**config.mk**
```make
export PLATFORM = sky130hd
export DESIGN_NAME = npc_lsu
export DESIGN_NICKNAME = d
export VERILOG_FILES = /design/src/rtl/npc_pkg.sv /design/src/rtl/npc_lsu_align.sv /design/src/rtl/npc_lsu.sv
export SDC_FILE = /design/constraint.sdc
export NUM_CORES = 1
export LEC_CHECK = 0
export BUFFER_PORTS_ARGS = -buffer_cell sky130_fd_sc_hd__buf_2
export CORE_ASPECT_RATIO = 0.75
export CORE_MARGIN = 10
export CORE_UTILIZATION = 55
export CTS_BUF_LIST = sky130_fd_sc_hd__clkbuf_8 sky130_fd_sc_hd__clkbuf_16
export DETAILED_ROUTE_END_ITERATION = 10
export PLACE_DENSITY_LB_ADDON = 0.05
export SLEW_MARGIN = 15
export SYNTH_ARGS = -nofsm -noshare
export SYNTH_HDL_FRONTEND = slang
export SYNTH_SLANG_ARGS = --single-unit
```
**constraint.sdc**
```tcl
create_clock -name clk -period 13.15 [get_ports clk]
set_input_delay 0.6575 -clock clk [delete_from_list [all_inputs] [get_ports clk]]
set_output_delay 0.6575 -clock clk [all_outputs]
set_load 0.01 [all_outputs]
```
**src/rtl/npc_pkg.sv**
```systemverilog
// Shared LSU types: access-size encodings and the load/store FSM state.
package npc_pkg;

    typedef enum logic [1:0] {
        SZ_B = 2'd0,
        SZ_H = 2'd1,
        SZ_W = 2'd2,
        SZ_D = 2'd3
    } size_e;

    typedef enum logic [1:0] {
        IDLE     = 2'd0,
        MEM_REQ  = 2'd1,
        MEM_WAIT = 2'd2,
        RESP     = 2'd3
    } lsu_state_e;

endpackage

```
**src/rtl/npc_lsu_align.sv**
```systemverilog
// Byte-lane steering: store shift/strobes, load extract/extend, alignment check.
// Purely combinational, zero latency, no flow control of its own.
module npc_lsu_align
    import npc_pkg::*;
#(
    parameter  int XLEN  = 64,
    localparam int NB    = XLEN / 8,
    localparam int OFF_W = $clog2(NB)
) (
    input  size_e            size_i,
    input  logic             uns_i,
    input  logic [OFF_W-1:0] off_i,
    input  logic [XLEN-1:0]  wdata_i,
    input  logic [XLEN-1:0]  rdata_i,
    output logic [NB-1:0]    wmask_o,
    output logic [XLEN-1:0]  wdata_o,
    output logic [XLEN-1:0]  rdata_o,
    output logic             err_o
);

    logic [NB-1:0]    base_mask;
    logic [XLEN-1:0]  keep_mask;
    logic [XLEN-1:0]  rdata_sh;
    logic             sgn;
    logic [OFF_W-1:0] low_mask;

    assign rdata_sh = rdata_i >> {off_i, 3'b000};
    assign wdata_o  = wdata_i << {off_i, 3'b000};
    assign wmask_o  = base_mask << off_i;

    always_comb begin
        base_mask = '1;
        keep_mask = '1;
        sgn       = rdata_sh[XLEN-1];
        case (size_i)
            SZ_B: begin
                base_mask = NB'(1);
                keep_mask = XLEN'(8'hFF);
                sgn       = rdata_sh[7];
            end
            SZ_H: begin
                base_mask = NB'(3);
                keep_mask = XLEN'(16'hFFFF);
                sgn       = rdata_sh[15];
            end
            SZ_W: begin
                base_mask = NB'(15);
                keep_mask = XLEN'(32'hFFFF_FFFF);
                sgn       = rdata_sh[31];
            end
            default: begin
                base_mask = '1;
                keep_mask = '1;
                sgn       = rdata_sh[XLEN-1];
            end
        endcase
    end

    // Upper bits above the access width are filled with the sign unless zero-extending.
    assign rdata_o = (rdata_sh & keep_mask) | ((sgn && !uns_i) ? ~keep_mask : '0);

    assign low_mask = OFF_W'((4'd1 << size_i) - 4'd1);
    assign err_o    = (|(off_i & low_mask)) || ((XLEN == 32) && (size_i == SZ_D));

endmodule

```
**src/rtl/npc_lsu.sv**
```systemverilog
// Single-outstanding load/store unit: IDLE -> MEM_REQ -> MEM_WAIT -> RESP, 3 cycles min (1 on error).
// Stalls indefinitely on mem_req_ready, mem_rvalid and resp_ready; accepts only in IDLE.
module npc_lsu
    import npc_pkg::*;
#(
    parameter int XLEN   = 64,
    parameter int ADDR_W = 64
) (
    input  logic              clk,
    input  logic              rst,
    input  logic              req_valid,
    output logic              req_ready,
    input  logic              req_we,
    input  logic [1:0]        req_size,
    input  logic              req_unsigned,
    input  logic [ADDR_W-1:0] req_addr,
    input  logic [XLEN-1:0]   req_wdata,
    output logic              resp_valid,
    input  logic              resp_ready,
    output logic [XLEN-1:0]   resp_rdata,
    output logic              resp_err,
    output logic              mem_req_valid,
    input  logic              mem_req_ready,
    output logic              mem_we,
    output logic [ADDR_W-1:0] mem_addr,
    output logic [XLEN-1:0]   mem_wdata,
    output logic [XLEN/8-1:0] mem_wmask,
    input  logic              mem_rvalid,
    input  logic [XLEN-1:0]   mem_rdata
);

    localparam int NB    = XLEN / 8;
    localparam int OFF_W = $clog2(NB);

    lsu_state_e        state_q;
    logic              we_q;
    size_e             size_q;
    logic              uns_q;
    logic [OFF_W-1:0]  off_q;

    logic              req_ready_q;
    logic              resp_valid_q;
    logic              resp_err_q;
    logic [XLEN-1:0]   resp_rdata_q;
    logic              mem_req_valid_q;
    logic              mem_we_q;
    logic [ADDR_W-1:0] mem_addr_q;
    logic [XLEN-1:0]   mem_wdata_q;
    logic [NB-1:0]     mem_wmask_q;

    size_e             al_size;
    logic [OFF_W-1:0]  al_off;
    logic [NB-1:0]     al_wmask;
    logic [XLEN-1:0]   al_wdata;
    logic [XLEN-1:0]   al_rdata;
    logic              al_err;
    logic              idle;

    // One aligner serves both directions: live request fields while idle, captured fields afterwards.
    assign idle    = (state_q == IDLE);
    assign al_size = idle ? size_e'(req_size) : size_q;
    assign al_off  = idle ? req_addr[OFF_W-1:0] : off_q;

    npc_lsu_align #(.XLEN(XLEN)) u_align (
        .size_i  (al_size),
        .uns_i   (uns_q),
        .off_i   (al_off),
        .wdata_i (req_wdata),
        .rdata_i (mem_rdata),
        .wmask_o (al_wmask),
        .wdata_o (al_wdata),
        .rdata_o (al_rdata),
        .err_o   (al_err)
    );

    always_ff @(posedge clk or posedge rst) begin
        if (rst) begin
            state_q         <= IDLE;
            we_q            <= 1'b0;
            size_q          <= SZ_B;
            uns_q           <= 1'b0;
            off_q           <= '0;
            req_ready_q     <= 1'b1;
            resp_valid_q    <= 1'b0;
            resp_err_q      <= 1'b0;
            resp_rdata_q    <= '0;
            mem_req_valid_q <= 1'b0;
            mem_we_q        <= 1'b0;
            mem_addr_q      <= '0;
            mem_wdata_q     <= '0;
            mem_wmask_q     <= '0;
        end else begin
            case (state_q)
                IDLE: begin
                    if (req_valid && req_ready_q) begin
                        we_q        <= req_we;
                        size_q      <= size_e'(req_size);
                        uns_q       <= req_unsigned;
                        off_q       <= req_addr[OFF_W-1:0];
                        req_ready_q <= 1'b0;
                        if (al_err) begin
                            state_q      <= RESP;
                            resp_valid_q <= 1'b1;
                            resp_err_q   <= 1'b1;
                            resp_rdata_q <= '0;
                        end else begin
                            state_q         <= MEM_REQ;
                            mem_req_valid_q <= 1'b1;
                            mem_we_q        <= req_we;
                            mem_addr_q      <= {req_addr[ADDR_W-1:OFF_W], OFF_W'(0)};
                            mem_wdata_q     <= req_we ? al_wdata : '0;
                            mem_wmask_q     <= req_we ? al_wmask : '0;
                        end
                    end
                end
                MEM_REQ: begin
                    if (mem_req_ready) begin
                        mem_req_valid_q <= 1'b0;
                        state_q         <= MEM_WAIT;
                    end
                end
                MEM_WAIT: begin
                    if (mem_rvalid) begin
                        resp_valid_q <= 1'b1;
                        resp_err_q   <= 1'b0;
                        resp_rdata_q <= we_q ? '0 : al_rdata;
                        state_q      <= RESP;
                    end
                end
                RESP: begin
                    if (resp_ready) begin
                        resp_valid_q <= 1'b0;
                        resp_err_q   <= 1'b0;
                        req_ready_q  <= 1'b1;
                        state_q      <= IDLE;
                    end
                end
                default: state_q <= IDLE;
            endcase
        end
    end

    assign req_ready     = req_ready_q;
    assign resp_valid    = resp_valid_q;
    assign resp_err      = resp_err_q;
    assign resp_rdata    = resp_rdata_q;
    assign mem_req_valid = mem_req_valid_q;
    assign mem_we        = mem_we_q;
    assign mem_addr      = mem_addr_q;
    assign mem_wdata     = mem_wdata_q;
    assign mem_wmask     = mem_wmask_q;

endmodule

```
==> run summary <==
f_max: 243 MHz
Cell Count Post-Placement: 1804
worst setup path startpoint: state_q[0]
Leak: 7.69 nW
part of the Yosys area used for sequential elements: 46.4%
mapped cell area: 11400 µm²
Min-Delay Path Class: input pin to register
synth unique cells: 59
ys flop type: dfrtp_1
fill count: 1677
Worst path most repeated cell: buf_4
Total Neg Setup Slack: 0 ns
Total Routing Usage GR: 31.5%
hold_buf cts: 0
vias in the first global route: 10700
wire per inst: 24.0 µm
critical path peak fanout: 57
htree depth: 1
CP max-delay cell: a31oi_4
total CTS buffers: 22
critical path capture point type: register
max-slew violations: 0
start of the worst register-to-register path: state_q[0]
antenna violations before repair: 12
row cnt: 45
cells on worst reg2reg path: 10
final hold slack: 0.343 ns
Worst EP arrival: 4.43 ns
placement-stage cell area: 13400 µm²
DRC Markers: 0
Die H: 145 µm
Post-CTS Setup Bufs: 0
Worst-Skew Late Latency: 0.50 ns
Core Region: 20300 µm²
PostCTS Resize Cnt: 0
Tmin final: 4.11 ns
Post-Synthesis Cells: 1222
slew margin rel.: 31.4%
Max rail drop VDD: 158 µV
EDFF count, synth: 0
IO Pins: 407
Comb pwr share: 55.1%
status: completed
CP Launch Type: register
first drt pass iteration count: 6
Buffers on Ports: 403
Initial Util: 56.2%
die width: 186 µm
max incr delay on CP: 0.81 ns
Longest Clk Path Bufs: 3
CTS root buf: clkbuf_16
syn_area_per_cell: 9.32 µm²
Avg Vias per Cell: 6.12
setup repair after global routing missed its margin: no
share of the synthesized area in the top cell type: 46.2%
RD Place Congestion: 0.971
die area: 26900 µm²
Synth area leader: dfrtp_1
clk sinks: 211
final non-filler cell total: 1852
RR Endpoint: resp_rdata[49]
Final ANT Viol Nets: 0
Net count, final: 1776
CP Cell Sequence: inv_1 > ha_1 > buf_4 > mux2i_4 > buf_4 > mux4_2 > nor2_4 > o21ai_1 > a31oi_4 > o211ai_1
Synth async-reset ratio: 100%
CTS tree: done
Reg power frac: 28.4%
grt ovf: 0
post-route cell area: 14200 µm²
critical path required time: 13.47 ns
proportion of power drawn by the clock network: 16.5%
global-route wire length before repair: 65000 µm
internal power: 2.07 mW
YS warnings: 0
Psw: 1.75 mW
PD cells: 270 nW/µm²
drt total wl: 44400 µm
via count: 11300
maxcap violations: 0
Total Power: 3.83 mW
Hold Startpoint: req_addr[12]
Worst-Margin Slew: 1.03 ns
Layout area overhead: 24.4%
FF+latch count, synth: 211
largest net degree at the start of global routing: 139
initial DRC count: 1389
Synth area leaders: dfrtp_1 (46%), nand2_1 (13%), mux2i_1 (7.7%), mux4_2 (4.9%), o21ai_0 (2.8%)
share of cells above drive strength 1: 32.8%
most frequent cells in the layout: buf_2 (403), nand2_1 (400), dfrtp_1 (210)
Clock transition at path regs: 0.07 ns
Crit Path Class: register to register
Finish-stage setup viols: 0
Sw Ratio: 45.8%
worst reg2reg setup slack: 9.04 ns
most common cell after layout, fill and taps aside: buf_2
hold depth: 3
fin crit share: 31.2%
Hold Path End: mem_addr[12]
clock skew: 0.0101 ns
dpl hpwl: 32400 µm
final hold vios: 0
-- per-stage QoR --
step,utilization (%),worst slack [ns]
detailed placement,66.1,8.82
global placement,66.1,8.97
CTS,69.7,8.80
finish,69.9,9.04
floorplan,-,6.73
global route,69.8,8.80
-- routing by layer --
metal  GRT usage (%)  vias up  part of all wire [%]
met5               0        -                 0.036
met4            8.93        2                   2.7
met3            12.8       83                    15
met2            45.6      760                    44
met1            42.5     5496                    38
li1                -     4998                     -
-- worst max-delay path by stage --
stage / slack (ns) / endpoint / depth (start not counted)
5_1_grt: 8.80 / resp_rdata[49] / 10
2_1_floorplan: 6.73 / mem_addr[10] / 1
3_5_place_dp: 8.82 / resp_rdata[49] / 10
3_3_place_gp: 8.97 / resp_rdata[49] / 10
4_1_cts: 8.80 / resp_rdata[49] / 10
6_report: 9.04 / resp_rdata[49] / 10
-- cells by family after synthesis --
kind of cell	count (synthesis)	synth area share [%]
mux	128	14.4
other cells	1	0.0329
simple gates	513	18.4
flops	211	46.4
buf+inv	103	4.44
compound gates	262	15.9
fa+ha+maj	4	0.440
-- registers in the layout (all words and copies together) (netlist names) --
| signal | cells |
|---|---|
| resp_valid | 1 |
| resp_rdata | 64 |
| mem_wdata | 64 |
| mem_we | 1 |
| resp_err | 1 |
| uns_q | 1 |
| off_q | 3 |
| mem_wmask | 8 |
| mem_req_valid | 1 |
| req_ready | 1 |
| size_q | 2 |
| mem_addr | 61 |
| state_q | 2 |
| we_q | 1 |
-- worst max-delay path: cells and delay by family, from the launching register on --
family | cells | cell delay [ns]
adder cells (fa/ha/maj) | 1 | 0.17
AND/OR/NAND/NOR | 1 | 0.18
buffers and inverters | 3 | 1.07
flip-flops | 1 | 0.40
multiplexers | 2 | 0.93
AO/OA/AOI/OAI | 3 | 1.14
-- cells in the mapped netlist (2+ instances only) --
| cell type | count |
|---|---|
| nand2_1 | 401 |
| dfrtp_1 | 210 |
| mux2i_1 | 88 |
| o21ai_0 | 63 |
| nand3_1 | 42 |
| a21oi_1 | 40 |
| clkbuf_1 | 36 |
| nor2_1 | 36 |
| buf_2 | 35 |
| a22o_1 | 31 |
| a22oi_1 | 26 |
| mux4_2 | 25 |
| o211ai_1 | 24 |
| a31oi_1 | 16 |
| buf_4 | 12 |
| mux2_2 | 12 |
| nor3_1 | 12 |
| inv_1 | 11 |
| o21ai_2 | 8 |
| a211o_1 | 7 |
| a32oi_1 | 7 |
| and3_1 | 7 |
| o22ai_1 | 7 |
| o2bb2ai_1 | 7 |
| a21o_1 | 5 |
| buf_1 | 5 |
| a32o_1 | 4 |
| buf_6 | 4 |
| ha_1 | 4 |
| nor2b_1 | 3 |
| a2bb2oi_1 | 2 |
| mux2i_4 | 2 |
| o211ai_2 | 2 |
| o21a_1 | 2 |
| o21ai_1 | 2 |
-- power by group through the flow --
stage	Combinational [mW]	Sequential, mW	Clock, mW
floorplan	1.25	1.20	0
global placement	2.04	1.08	0
detailed placement	2.06	1.09	0
CTS	2.08	1.08	0.635
global route	2.28	1.12	0.659
finish	2.11	1.09	0.631
-- final cells by class --
type | count | area, µm² | share of cell area [%]
Clock inverter | 12 | 116 | 0.821
Clock buffer | 25 | 603 | 4.26
Sequential cell | 211 | 5280 | 37.3
Timing Repair Buffer | 414 | 2100 | 14.8
Tap cell | 258 | 323 | 2.28
Antenna cell | 11 | 27.5 | 0.194
Inverter | 11 | 48.8 | 0.344
Multi-Input combinational cell | 910 | 5670 | 40.0
No activity file was read; power rests on OpenSTA's default activity.
